==> config.mk <==
export PLATFORM = sky130hd
export DESIGN_NAME = lsu_stage_flat
export DESIGN_NICKNAME = d
export VERILOG_FILES = /design/src/rtl/lsu_stage_if.sv /design/src/rtl/lsu_stage.sv /design/src/flat_wrapper.sv
export SDC_FILE = /design/constraint.sdc
export NUM_CORES = 1
export LEC_CHECK = 0
export CAP_MARGIN = 10
export CELL_PAD_IN_SITES_DETAIL_PLACEMENT = 0
export CELL_PAD_IN_SITES_GLOBAL_PLACEMENT = 1
export CORE_ASPECT_RATIO = 1.2
export CORE_MARGIN = 2
export CORE_UTILIZATION = 36
export CTS_BUF_LIST = sky130_fd_sc_hd__clkbuf_4 sky130_fd_sc_hd__clkbuf_8 sky130_fd_sc_hd__clkbuf_16
export CTS_CLUSTER_SIZE = 28
export DETAILED_ROUTE_END_ITERATION = 16
export PLACE_DENSITY_LB_ADDON = 0.1
export SLEW_MARGIN = 20
export SYNTH_ARGS = -nofsm -noshare
export SYNTH_HDL_FRONTEND = slang
export SYNTH_SLANG_ARGS = --single-unit
export TNS_END_PERCENT = 30
==> constraint.sdc <==
create_clock -name clk -period 2.4 [get_ports clk]
set_input_delay 0.36 -clock clk [delete_from_list [all_inputs] [get_ports clk]]
set_output_delay 0.36 -clock clk [all_outputs]
set_load 0.02 [all_outputs]
==> src/rtl/lsu_stage_if.sv <==
// lsu_stage_if: data-memory bus between the load/store stage and memory.
//   Request channel : mem_req_valid / mem_req_ready handshake carrying
//                     mem_addr (word aligned), mem_wen, mem_wdata, mem_wmask.
//   Response channel: mem_resp_valid (no ready) with mem_rdata; for writes the
//                     response is only an acknowledge.
//   master modport  : the load/store stage.
//   slave modport   : the memory.
interface lsu_stage_if #(
    parameter int WIDTH = 32
);
    logic             mem_req_valid;
    logic             mem_req_ready;
    logic [WIDTH-1:0] mem_addr;
    logic             mem_wen;
    logic [WIDTH-1:0] mem_wdata;
    logic [3:0]       mem_wmask;
    logic             mem_resp_valid;
    logic [WIDTH-1:0] mem_rdata;

    modport master (
        output mem_req_valid, mem_addr, mem_wen, mem_wdata, mem_wmask,
        input  mem_req_ready, mem_resp_valid, mem_rdata
    );

    modport slave (
        input  mem_req_valid, mem_addr, mem_wen, mem_wdata, mem_wmask,
        output mem_req_ready, mem_resp_valid, mem_rdata
    );
endinterface

==> src/rtl/lsu_stage.sv <==
// lsu_stage: multi-cycle load/store stage feeding writeback.
//   clk, rst          : clock; asynchronous active-low reset
//   exu_*             : execute bundle, accepted when exu_valid & exu_ready
//   mem (master)      : data-memory request/response bus
//   lsu_valid         : one-cycle pulse, lsu_data valid
//   lsu_data          : {alu_result, load_data, rd_wen, rd_addr,
//                        rd_input_sel, csr_data}, held until the next DONE
module lsu_stage #(
    parameter int WIDTH = 32
) (
    input  logic               clk,
    input  logic               rst,
    input  logic               exu_valid,
    output logic               exu_ready,
    input  logic [WIDTH-1:0]   exu_alu_result,
    input  logic [WIDTH-1:0]   exu_wdata,
    input  logic               exu_mem_ren,
    input  logic               exu_mem_wen,
    input  logic [2:0]         exu_mem_op,
    input  logic               exu_rd_wen,
    input  logic [4:0]         exu_rd_addr,
    input  logic [1:0]         exu_rd_input_sel,
    input  logic [WIDTH-1:0]   exu_csr_data,
    lsu_stage_if.master        mem,
    output logic               lsu_valid,
    output logic [3*WIDTH+7:0] lsu_data
);

    typedef enum logic [1:0] {
        IDLE,
        REQ,
        WAIT_RESP,
        DONE
    } state_t;

    state_t state, state_nx;

    logic             accept;
    logic             is_mem_in;

    logic [WIDTH-1:0] alu_q;
    logic [WIDTH-1:0] wdata_q;
    logic             load_q;
    logic             store_q;
    logic [2:0]       op_q;
    logic             rd_wen_q;
    logic [4:0]       rd_addr_q;
    logic [1:0]       sel_q;
    logic [WIDTH-1:0] csr_q;

    logic [3:0]       wmask;
    logic [WIDTH-1:0] wdata_lane;
    logic [WIDTH-1:0] rdata_shift;
    logic [15:0]      rdata_half;
    logic [WIDTH-1:0] load_ext;

    assign is_mem_in = exu_mem_ren | exu_mem_wen;
    assign accept    = exu_valid & exu_ready;

    // ---------------- FSM ----------------
    always_ff @(posedge clk or negedge rst) begin
        if (!rst) begin
            state <= IDLE;
        end else begin
            state <= state_nx;
        end
    end

    always_comb begin
        state_nx          = state;
        exu_ready         = 1'b0;
        mem.mem_req_valid = 1'b0;
        lsu_valid         = 1'b0;
        unique case (state)
            IDLE: begin
                exu_ready = 1'b1;
                if (exu_valid) begin
                    state_nx = is_mem_in ? REQ : DONE;
                end
            end
            REQ: begin
                mem.mem_req_valid = 1'b1;
                if (mem.mem_req_ready) begin
                    state_nx = WAIT_RESP;
                end
            end
            WAIT_RESP: begin
                if (mem.mem_resp_valid) begin
                    state_nx = DONE;
                end
            end
            DONE: begin
                lsu_valid = 1'b1;
                state_nx  = IDLE;
            end
            default: state_nx = IDLE;
        endcase
    end

    // ---------------- bundle capture ----------------
    always_ff @(posedge clk or negedge rst) begin
        if (!rst) begin
            alu_q     <= '0;
            wdata_q   <= '0;
            load_q    <= 1'b0;
            store_q   <= 1'b0;
            op_q      <= '0;
            rd_wen_q  <= 1'b0;
            rd_addr_q <= '0;
            sel_q     <= '0;
            csr_q     <= '0;
        end else if (accept) begin
            alu_q     <= exu_alu_result;
            wdata_q   <= exu_wdata;
            load_q    <= exu_mem_ren;
            // ren and wen together is a load
            store_q   <= exu_mem_wen & ~exu_mem_ren;
            op_q      <= exu_mem_op;
            rd_wen_q  <= exu_rd_wen;
            rd_addr_q <= exu_rd_addr;
            sel_q     <= exu_rd_input_sel;
            csr_q     <= exu_csr_data;
        end
    end

    // ---------------- store lane steering ----------------
    always_comb begin
        wmask      = 4'b1111;
        wdata_lane = wdata_q;
        unique case (op_q[1:0])
            2'b00: begin
                wmask      = 4'b0001 << alu_q[1:0];
                wdata_lane = {4{wdata_q[7:0]}};
            end
            2'b01: begin
                wmask      = alu_q[1] ? 4'b1100 : 4'b0011;
                wdata_lane = {2{wdata_q[15:0]}};
            end
            default: begin
                wmask      = 4'b1111;
                wdata_lane = wdata_q;
            end
        endcase
    end

    assign mem.mem_addr  = {alu_q[WIDTH-1:2], 2'b00};
    assign mem.mem_wen   = store_q;
    assign mem.mem_wdata = wdata_lane;
    // Byte enables only mean anything for writes; zero them otherwise so
    // the bus is quiet for loads and after reset.
    assign mem.mem_wmask = store_q ? wmask : 4'b0000;

    // ---------------- load alignment / extension ----------------
    assign rdata_shift = mem.mem_rdata >> {alu_q[1:0], 3'b000};
    assign rdata_half  = alu_q[1] ? mem.mem_rdata[31:16] : mem.mem_rdata[15:0];

    always_comb begin
        load_ext = mem.mem_rdata;
        unique case (op_q)
            3'b000:  load_ext = {{24{rdata_shift[7]}}, rdata_shift[7:0]};
            3'b100:  load_ext = {24'd0, rdata_shift[7:0]};
            3'b001:  load_ext = {{16{rdata_half[15]}}, rdata_half};
            3'b101:  load_ext = {16'd0, rdata_half};
            default: load_ext = mem.mem_rdata;
        endcase
    end

    // ---------------- writeback bundle ----------------
    // Non-memory bundles go straight to DONE, so they are packed from the
    // exu inputs at acceptance; memory bundles are packed from the captured
    // fields when the response arrives.
    always_ff @(posedge clk or negedge rst) begin
        if (!rst) begin
            lsu_data <= '0;
        end else if (accept && !is_mem_in) begin
            lsu_data <= {exu_alu_result, {WIDTH{1'b0}}, exu_rd_wen, exu_rd_addr,
                         exu_rd_input_sel, exu_csr_data};
        end else if (state == WAIT_RESP && mem.mem_resp_valid) begin
            lsu_data <= {alu_q, (load_q ? load_ext : {WIDTH{1'b0}}), rd_wen_q,
                         rd_addr_q, sel_q, csr_q};
        end
    end

endmodule

==> src/flat_wrapper.sv <==
// flat-port wrapper written by rule: the top's interface ports become plain ports
module lsu_stage_flat 
#(
    parameter int WIDTH = 32
)
  (clk, rst, exu_valid, exu_ready, exu_alu_result, exu_wdata, exu_mem_ren, exu_mem_wen, exu_mem_op, exu_rd_wen, exu_rd_addr, exu_rd_input_sel, exu_csr_data, lsu_valid, lsu_data, mem_mem_req_valid, mem_mem_addr, mem_mem_wen, mem_mem_wdata, mem_mem_wmask, mem_mem_req_ready, mem_mem_resp_valid, mem_mem_rdata);
  lsu_stage_if #(.WIDTH(WIDTH)) mem_i ();
  input  logic clk;
  input  logic rst;
  input  logic exu_valid;
  output logic exu_ready;
  input  logic [WIDTH-1:0] exu_alu_result;
  input  logic [WIDTH-1:0] exu_wdata;
  input  logic exu_mem_ren;
  input  logic exu_mem_wen;
  input  logic [2:0] exu_mem_op;
  input  logic exu_rd_wen;
  input  logic [4:0] exu_rd_addr;
  input  logic [1:0] exu_rd_input_sel;
  input  logic [WIDTH-1:0] exu_csr_data;
  output logic lsu_valid;
  output logic [3*WIDTH+7:0] lsu_data;
  output wire logic [$bits(mem_i.mem_req_valid)-1:0] mem_mem_req_valid;
  output wire logic [$bits(mem_i.mem_addr)-1:0] mem_mem_addr;
  output wire logic [$bits(mem_i.mem_wen)-1:0] mem_mem_wen;
  output wire logic [$bits(mem_i.mem_wdata)-1:0] mem_mem_wdata;
  output wire logic [$bits(mem_i.mem_wmask)-1:0] mem_mem_wmask;
  input wire logic [$bits(mem_i.mem_req_ready)-1:0] mem_mem_req_ready;
  input wire logic [$bits(mem_i.mem_resp_valid)-1:0] mem_mem_resp_valid;
  input wire logic [$bits(mem_i.mem_rdata)-1:0] mem_mem_rdata;
  assign mem_mem_req_valid = mem_i.mem_req_valid;
  assign mem_mem_addr = mem_i.mem_addr;
  assign mem_mem_wen = mem_i.mem_wen;
  assign mem_mem_wdata = mem_i.mem_wdata;
  assign mem_mem_wmask = mem_i.mem_wmask;
  assign mem_i.mem_req_ready = mem_mem_req_ready;
  assign mem_i.mem_resp_valid = mem_mem_resp_valid;
  assign mem_i.mem_rdata = mem_mem_rdata;
  lsu_stage #(.WIDTH(WIDTH)) u_core (.clk(clk), .rst(rst), .exu_valid(exu_valid), .exu_ready(exu_ready), .exu_alu_result(exu_alu_result), .exu_wdata(exu_wdata), .exu_mem_ren(exu_mem_ren), .exu_mem_wen(exu_mem_wen), .exu_mem_op(exu_mem_op), .exu_rd_wen(exu_rd_wen), .exu_rd_addr(exu_rd_addr), .exu_rd_input_sel(exu_rd_input_sel), .exu_csr_data(exu_csr_data), .mem(mem_i), .lsu_valid(lsu_valid), .lsu_data(lsu_data));
endmodule
## Word-level counts from Yosys, hierarchy flattened

Cells that the tools add are included.

- Input bits: 146
- Word-level logic and storage cells: 52
- Output and inout bits: 176
- Register bits after elaboration: 215

- Reduce and logical (&&, ||, !) cells: 8
- Mux-type cells: 17
- Eq/ne operators: 10
- Bitwise operators: 4
- Shift-type cells: 2

Operator list:

| operator | number |
|---|---|
| $mux W104 | 2 |
| $pmux W32 S4 | 1 |
| $pmux W32 S2 | 1 |
| $mux W32 | 1 |
| $shr A32 B5 Y8 | 1 |
| $mux W16 | 1 |
| $mux W2 | 4 |
| $mux W4 | 2 |
| $pmux W2 S4 | 1 |
| $pmux W4 S2 | 1 |
| $eq A3 B3 Y1 const B | 2 |
| $ne A2 B2 Y1 const B | 3 |
| $eq A2 B1 Y1 const B | 2 |
| $eq A2 B2 Y1 const B | 2 |
| $logic_not A2 Y1 | 2 |
| $shl A1 B2 Y4 const A | 1 |
| $eq A3 B1 Y1 const B | 1 |
| $logic_not A3 Y1 | 1 |
| $mux W1 | 3 |
| $reduce_and A3 Y1 | 1 |
| $and A1 B1 Y1 | 2 |
| $logic_and A1 B1 Y1 | 2 |
| $reduce_bool A2 Y1 | 1 |
| $logic_not A1 Y1 | 1 |
| other kinds (2) | 2 |

## Logic depth before layout (Yosys ltp)

- Depth in word-level cells: 5
- Depth in mapped cells: 9
- Mapped depth without buffers: 6

## Worst setup path before layout

No wires, ideal clock.

- Path type: flip-flop to flip-flop
- Start: register u_core.state[0]
- End: register u_core.lsu_data[45]
- Arrival time: 1825 ps
- Setup slack: 449 ps
- Setup time: 126 ps
- Required time: 2274 ps
- Buffers on the path: 2
- Stages on the path, launching flop included: 9
- Cells stage by stage: dfrtp_1 > inv_1 > ha_1 > and4bb_1 > buf_2 > a21oi_1 > buf_4 > and2_1 > a221o_1

- Word-level cells in the longest chain between the ends: 5
- Elaborated cells on any way between the ends: 8
- Those cells by class: 1 x eq/ne; 2 x mux; 1 x bitwise; 4 x reduce/logical

RTL lines:

| what | line | text |
|---|---|---|
| start, declared | lsu_stage.sv:36 | `state_t state, state_nx;` |
| start signal, assigned | lsu_stage.sv:65 | `state <= state_nx;` |
| $logic_not A2 Y1 * | lsu_stage.sv:74 | `unique case (state)` |
| $mux W1 * | lsu_stage.sv:74 |  |
| net exu_ready | flat_wrapper.sv:11 | `output logic exu_ready;` |
| $and A1 B1 Y1 * | lsu_stage.sv:58 | `assign accept = exu_valid & exu_ready;` |
| $logic_and A1 B1 Y1 * | lsu_stage.sv:175 | `end else if (accept && !is_mem_in) begin` |
| $mux W104 / $reduce_bool A2 Y1 (equally long branches) | n/a |  |
| end signal, assigned | lsu_stage.sv:176 | `lsu_data <= {exu_alu_result, {WIDTH{1'b0}}, exu_rd_wen, exu_rd_addr,` |
| end signal, assigned | lsu_stage.sv:179 | `lsu_data <= {alu_q, (load_q ? load_ext : {WIDTH{1'b0}}), rd_wen_q,` |
| end, declared | lsu_stage.sv:26 | `output logic [3*WIDTH+7:0] lsu_data` |

Mark *: on every way through the listed nets, which the timed path passes. The rest lies on a longest branch.
A chain may end at the register's enable or synchronous reset.

## Worst setup path after layout

- Start: register u_core.op_q[0]
- End: output mem_mem_wdata[12]

- Word-level cells in the longest chain between the ends: 2
- Elaborated cells on any way between the ends: 3
- Those cells by class: 1 x eq/ne; 1 x mux; 1 x reduce/logical

RTL lines:

| what | line | text |
|---|---|---|
| start, declared | lsu_stage.sv:45 | `logic [2:0] op_q;` |
| start signal, assigned | lsu_stage.sv:118 | `op_q <= exu_mem_op;` |
| $eq A2 B1 Y1 / $logic_not A2 Y1 (equally long branches) | lsu_stage.sv:130 | `unique case (op_q[1:0])` |
| $pmux W32 S2 * | lsu_stage.sv:130 |  |
| end, declared | flat_wrapper.sv:26 | `output wire logic [$bits(mem_i.mem_wdata)-1:0] mem_mem_wdata;` |

Every way passes the cells marked *; elsewhere a longest branch is shown, timed or not.

==> impl_metrics.env <==
export IMPL_grt_max_degree=98
export IMPL_yosysUniqueCellTypes=36
export IMPL_synth_ff_type="dfrtp_1"
export IMPL_row_count=66
export IMPL_multiInputGateArea_um2=4000
export IMPL_cap_violations=0
export IMPL_cts_buffers=24
export IMPL_worstSetupStartpoint="u_core.op_q[0]"
export IMPL_dr_first_iter_drc_count=302
export IMPL_hold_viol_final=0
export IMPL_cts_root_buf="clkbuf_16"
export IMPL_grt_overflow_total=0
export IMPL_synth_cell_area_um2=9930
export IMPL_cts_tree="done"
export IMPL_netlist_top_cell_by_area="dfrtp_1"
export IMPL_synth_warnings=0
export IMPL_period_share_pct=94.7
export IMPL_r2r_start="u_core.state[1]"
export IMPL_drv_slew=0
export IMPL_firstDrtPassIters=4
export IMPL_setup_tns_ns=0
export IMPL_dieHeight_um=186
export IMPL_min_delay_path_class="in2async"
export IMPL_io_buffers=319
export IMPL_place_congestion=0.785
export IMPL_path_cells="nor2_4 -> buf_12 -> mux2_2 -> dlygate4sd2_1"
export IMPL_dieWidth_um=156
export IMPL_avgSynthCellArea_um2=11.9
export IMPL_postCtsSetupBuffers=0
export IMPL_drc=0
export IMPL_cts_max_path_buffers=3
export IMPL_start_kind="register"
export IMPL_p_int_w=0.0125
export IMPL_fin_nets=1265
export IMPL_p_clk_share_pct=17.6
export IMPL_first_global_vias=7400
export IMPL_pwr_share_seq_pct=32.6
export IMPL_power_frac_comb_pct=49.8
export IMPL_cp_slowest_stage_delay_ns=0.44
export IMPL_skew_ns=0.0113
export IMPL_drt_vias_per_instance=4.90
export IMPL_hpwl_mm=18.5
export IMPL_worstSetupEndpointType="output port"
export IMPL_start_util_pct=36.7
export IMPL_cp_top_family="buffers and inverters"
export IMPL_required_ns=2.04
export IMPL_syn2layout_area_growth_pct=42.2
export IMPL_synthTopCellsByArea="dfrtp_1, mux2_2, mux2i_1"
export IMPL_crit_path_top_delay_cell="dfrtp_1"
export IMPL_p_leak_nw=6.32
export IMPL_wire_per_inst_um=18.2
export IMPL_synth_cells=835
export IMPL_cts_clk_slew_worst_paths_ns=0.06
export IMPL_antenna_found_initial=1
export IMPL_ys_seq_area_share_pct=54.2
export IMPL_core_um2=27100
export IMPL_synth_seq_cells=215
export IMPL_rsz0062_at_grt="false"
export IMPL_worstMarginPinSlew_ns=0.701
export IMPL_relSlewSlack_pct=53.2
export IMPL_grt_use_total_pct=18.1
export IMPL_finish_utilization_pct=52.1
export IMPL_async_reset_ff_share_pct=100
export IMPL_drt_total_wl_mm=26.7
export IMPL_fmax_mhz=440
export IMPL_p_per_area_nw_per_um2=1420
export IMPL_layout_commonest_cell="clkdlybuf4s50_1"
export IMPL_critPathBufInv=2
export IMPL_h_tree_depth=1
export IMPL_layout_drive_gt1_share_pct=18.1
export IMPL_ant_nets=0
export IMPL_regToRegSetupSlack_ns=0.29
export IMPL_crit_type="reg2out"
export IMPL_yosysTopAreaCellShare_pct=54.2
export IMPL_setup_viol=0
export IMPL_min_period_ns=2.27
export IMPL_fillerInstances=2468
export IMPL_cts_sinks=215
export IMPL_dieArea_um2=28900
export IMPL_irDropWorstVdd_v=0.000687
export IMPL_switching_share_pct=37.4
export IMPL_dr_total_vias=7198
export IMPL_power_switching_w=0.00749
export IMPL_pin_count=322
export IMPL_grt_pass1_wl_mm=41.7
export IMPL_clock_latency_ns=0.52
export IMPL_status="finished clean"
export IMPL_synth_edf_count=0
export IMPL_cp_arrival_ns=1.91
export IMPL_layout_area_seq_um2=5380
export IMPL_total_power_w=0.0200
export IMPL_final_cell_mix="clkdlybuf4s50_1, dfrtp_1, mux2_2"
export IMPL_worstPathMaxFanout=8
## per-layer routing
metal  part of all wire (%)  vias to the layer above  track usage (%)
li1                       -                     3450                -
met1                     43                     3489             23.7
met2                     47                      235             30.0
met3                    8.2                       24             5.36
met4                    1.6                        0             3.78
met5                      0                        -                0
## path summary, 6_finish.rpt
path,end,cells past startpoint
min in group clk,u_core.lsu_data[9],3
max in group asynchronous,u_core.csr_q[10],3
max,mem_mem_wdata[12],4
max reg2reg,u_core.lsu_data[67],6
min,u_core.lsu_data[70],2
min reg2reg,u_core.lsu_data[42],2
## state kept, by name, indices dropped and copies added (netlist names)
| name | flops |
|---|---|
| u_core.rd_addr_q | 5 |
| u_core.state | 2 |
| u_core.mem.mem_wen | 1 |
| u_core.op_q | 3 |
| u_core.csr_q | 32 |
| u_core.alu_q | 32 |
| u_core.wdata_q | 32 |
| u_core.sel_q | 2 |
| u_core.lsu_data | 104 |
| u_core.load_q | 1 |
| u_core.rd_wen_q | 1 |
## worst reg2reg max path, delay by kind of cell (launching register included)
family                     cells  cell delay (ns)
AOI/OAI and AO/OA              2             0.60
and+or+nand+nor                2             0.74
DFF                            1             0.40
buffers and inverters          1             0.10
adders and majority gates      1             0.21
## layout make-up
type	count	area share, %
Tap cell	340	3.01
Timing Repair Buffer	348	24.9
Antenna cell	1	0.0177
Inverter	9	0.239
Clock buffer	36	5.11
Multi-Input combinational cell	516	28.3
Sequential cell	215	38.1
Clock inverter	4	0.239
## metrics by stage
stage                     cells  setup slack [ns]  hold WS [ns]  instance area [um^2]
after global placement     1427             0.121         0.404                 13400
final                      1469             0.126         0.399                 14100
after detailed placement   1427            0.0972         0.406                 13400
after global routing       1468            0.0140         0.423                 14100
after floorplan             836             0.449        0.0644                  9930
after CTS                  1468            0.0108         0.395                 14100
## Yosys cell counts (4+ instances only)
cell type	number
a21oi_1	6
a221o_1	8
a22o_1	16
a311oi_1	7
and2_1	5
buf_1	4
buf_2	11
buf_4	42
clkbuf_1	37
dfrtp_1	215
ha_1	5
inv_1	9
mux2_2	125
mux2i_1	87
nand2_1	100
nand2b_1	18
nor2_1	8
nor2b_1	4
o21a_1	9
o21ai_0	92
o22ai_1	8
## timing repair
action                     4_1_cts  5_1_grt
hold buffers                     1        0
setup endpoints to repair       28        6
hold endpoints to repair        74        0
resized for setup               28        2
## cell families after synthesis
kind of cell / share of synthesized area, %
DFF: 54.2
muxes: 23.4
AOI/OAI and AO/OA: 9.41
and+or+nand+nor: 6.49
buffers and inverters: 5.85
adders and majority gates: 0.630
other: 0.0378
## power by group through the flow
stage / logic (W) / registers, W / clock network (W)
6_report: 0.00996 / 0.00652 / 0.00352
5_1_grt: 0.0107 / 0.00678 / 0.00379
3_5_place_dp: 0.0104 / 0.00656 / 0
4_1_cts: 0.0101 / 0.00653 / 0.00364
2_1_floorplan: 0.00527 / 0.00734 / 0
3_3_place_gp: 0.0103 / 0.00654 / 0
Power figures use the tool's default switching activity.
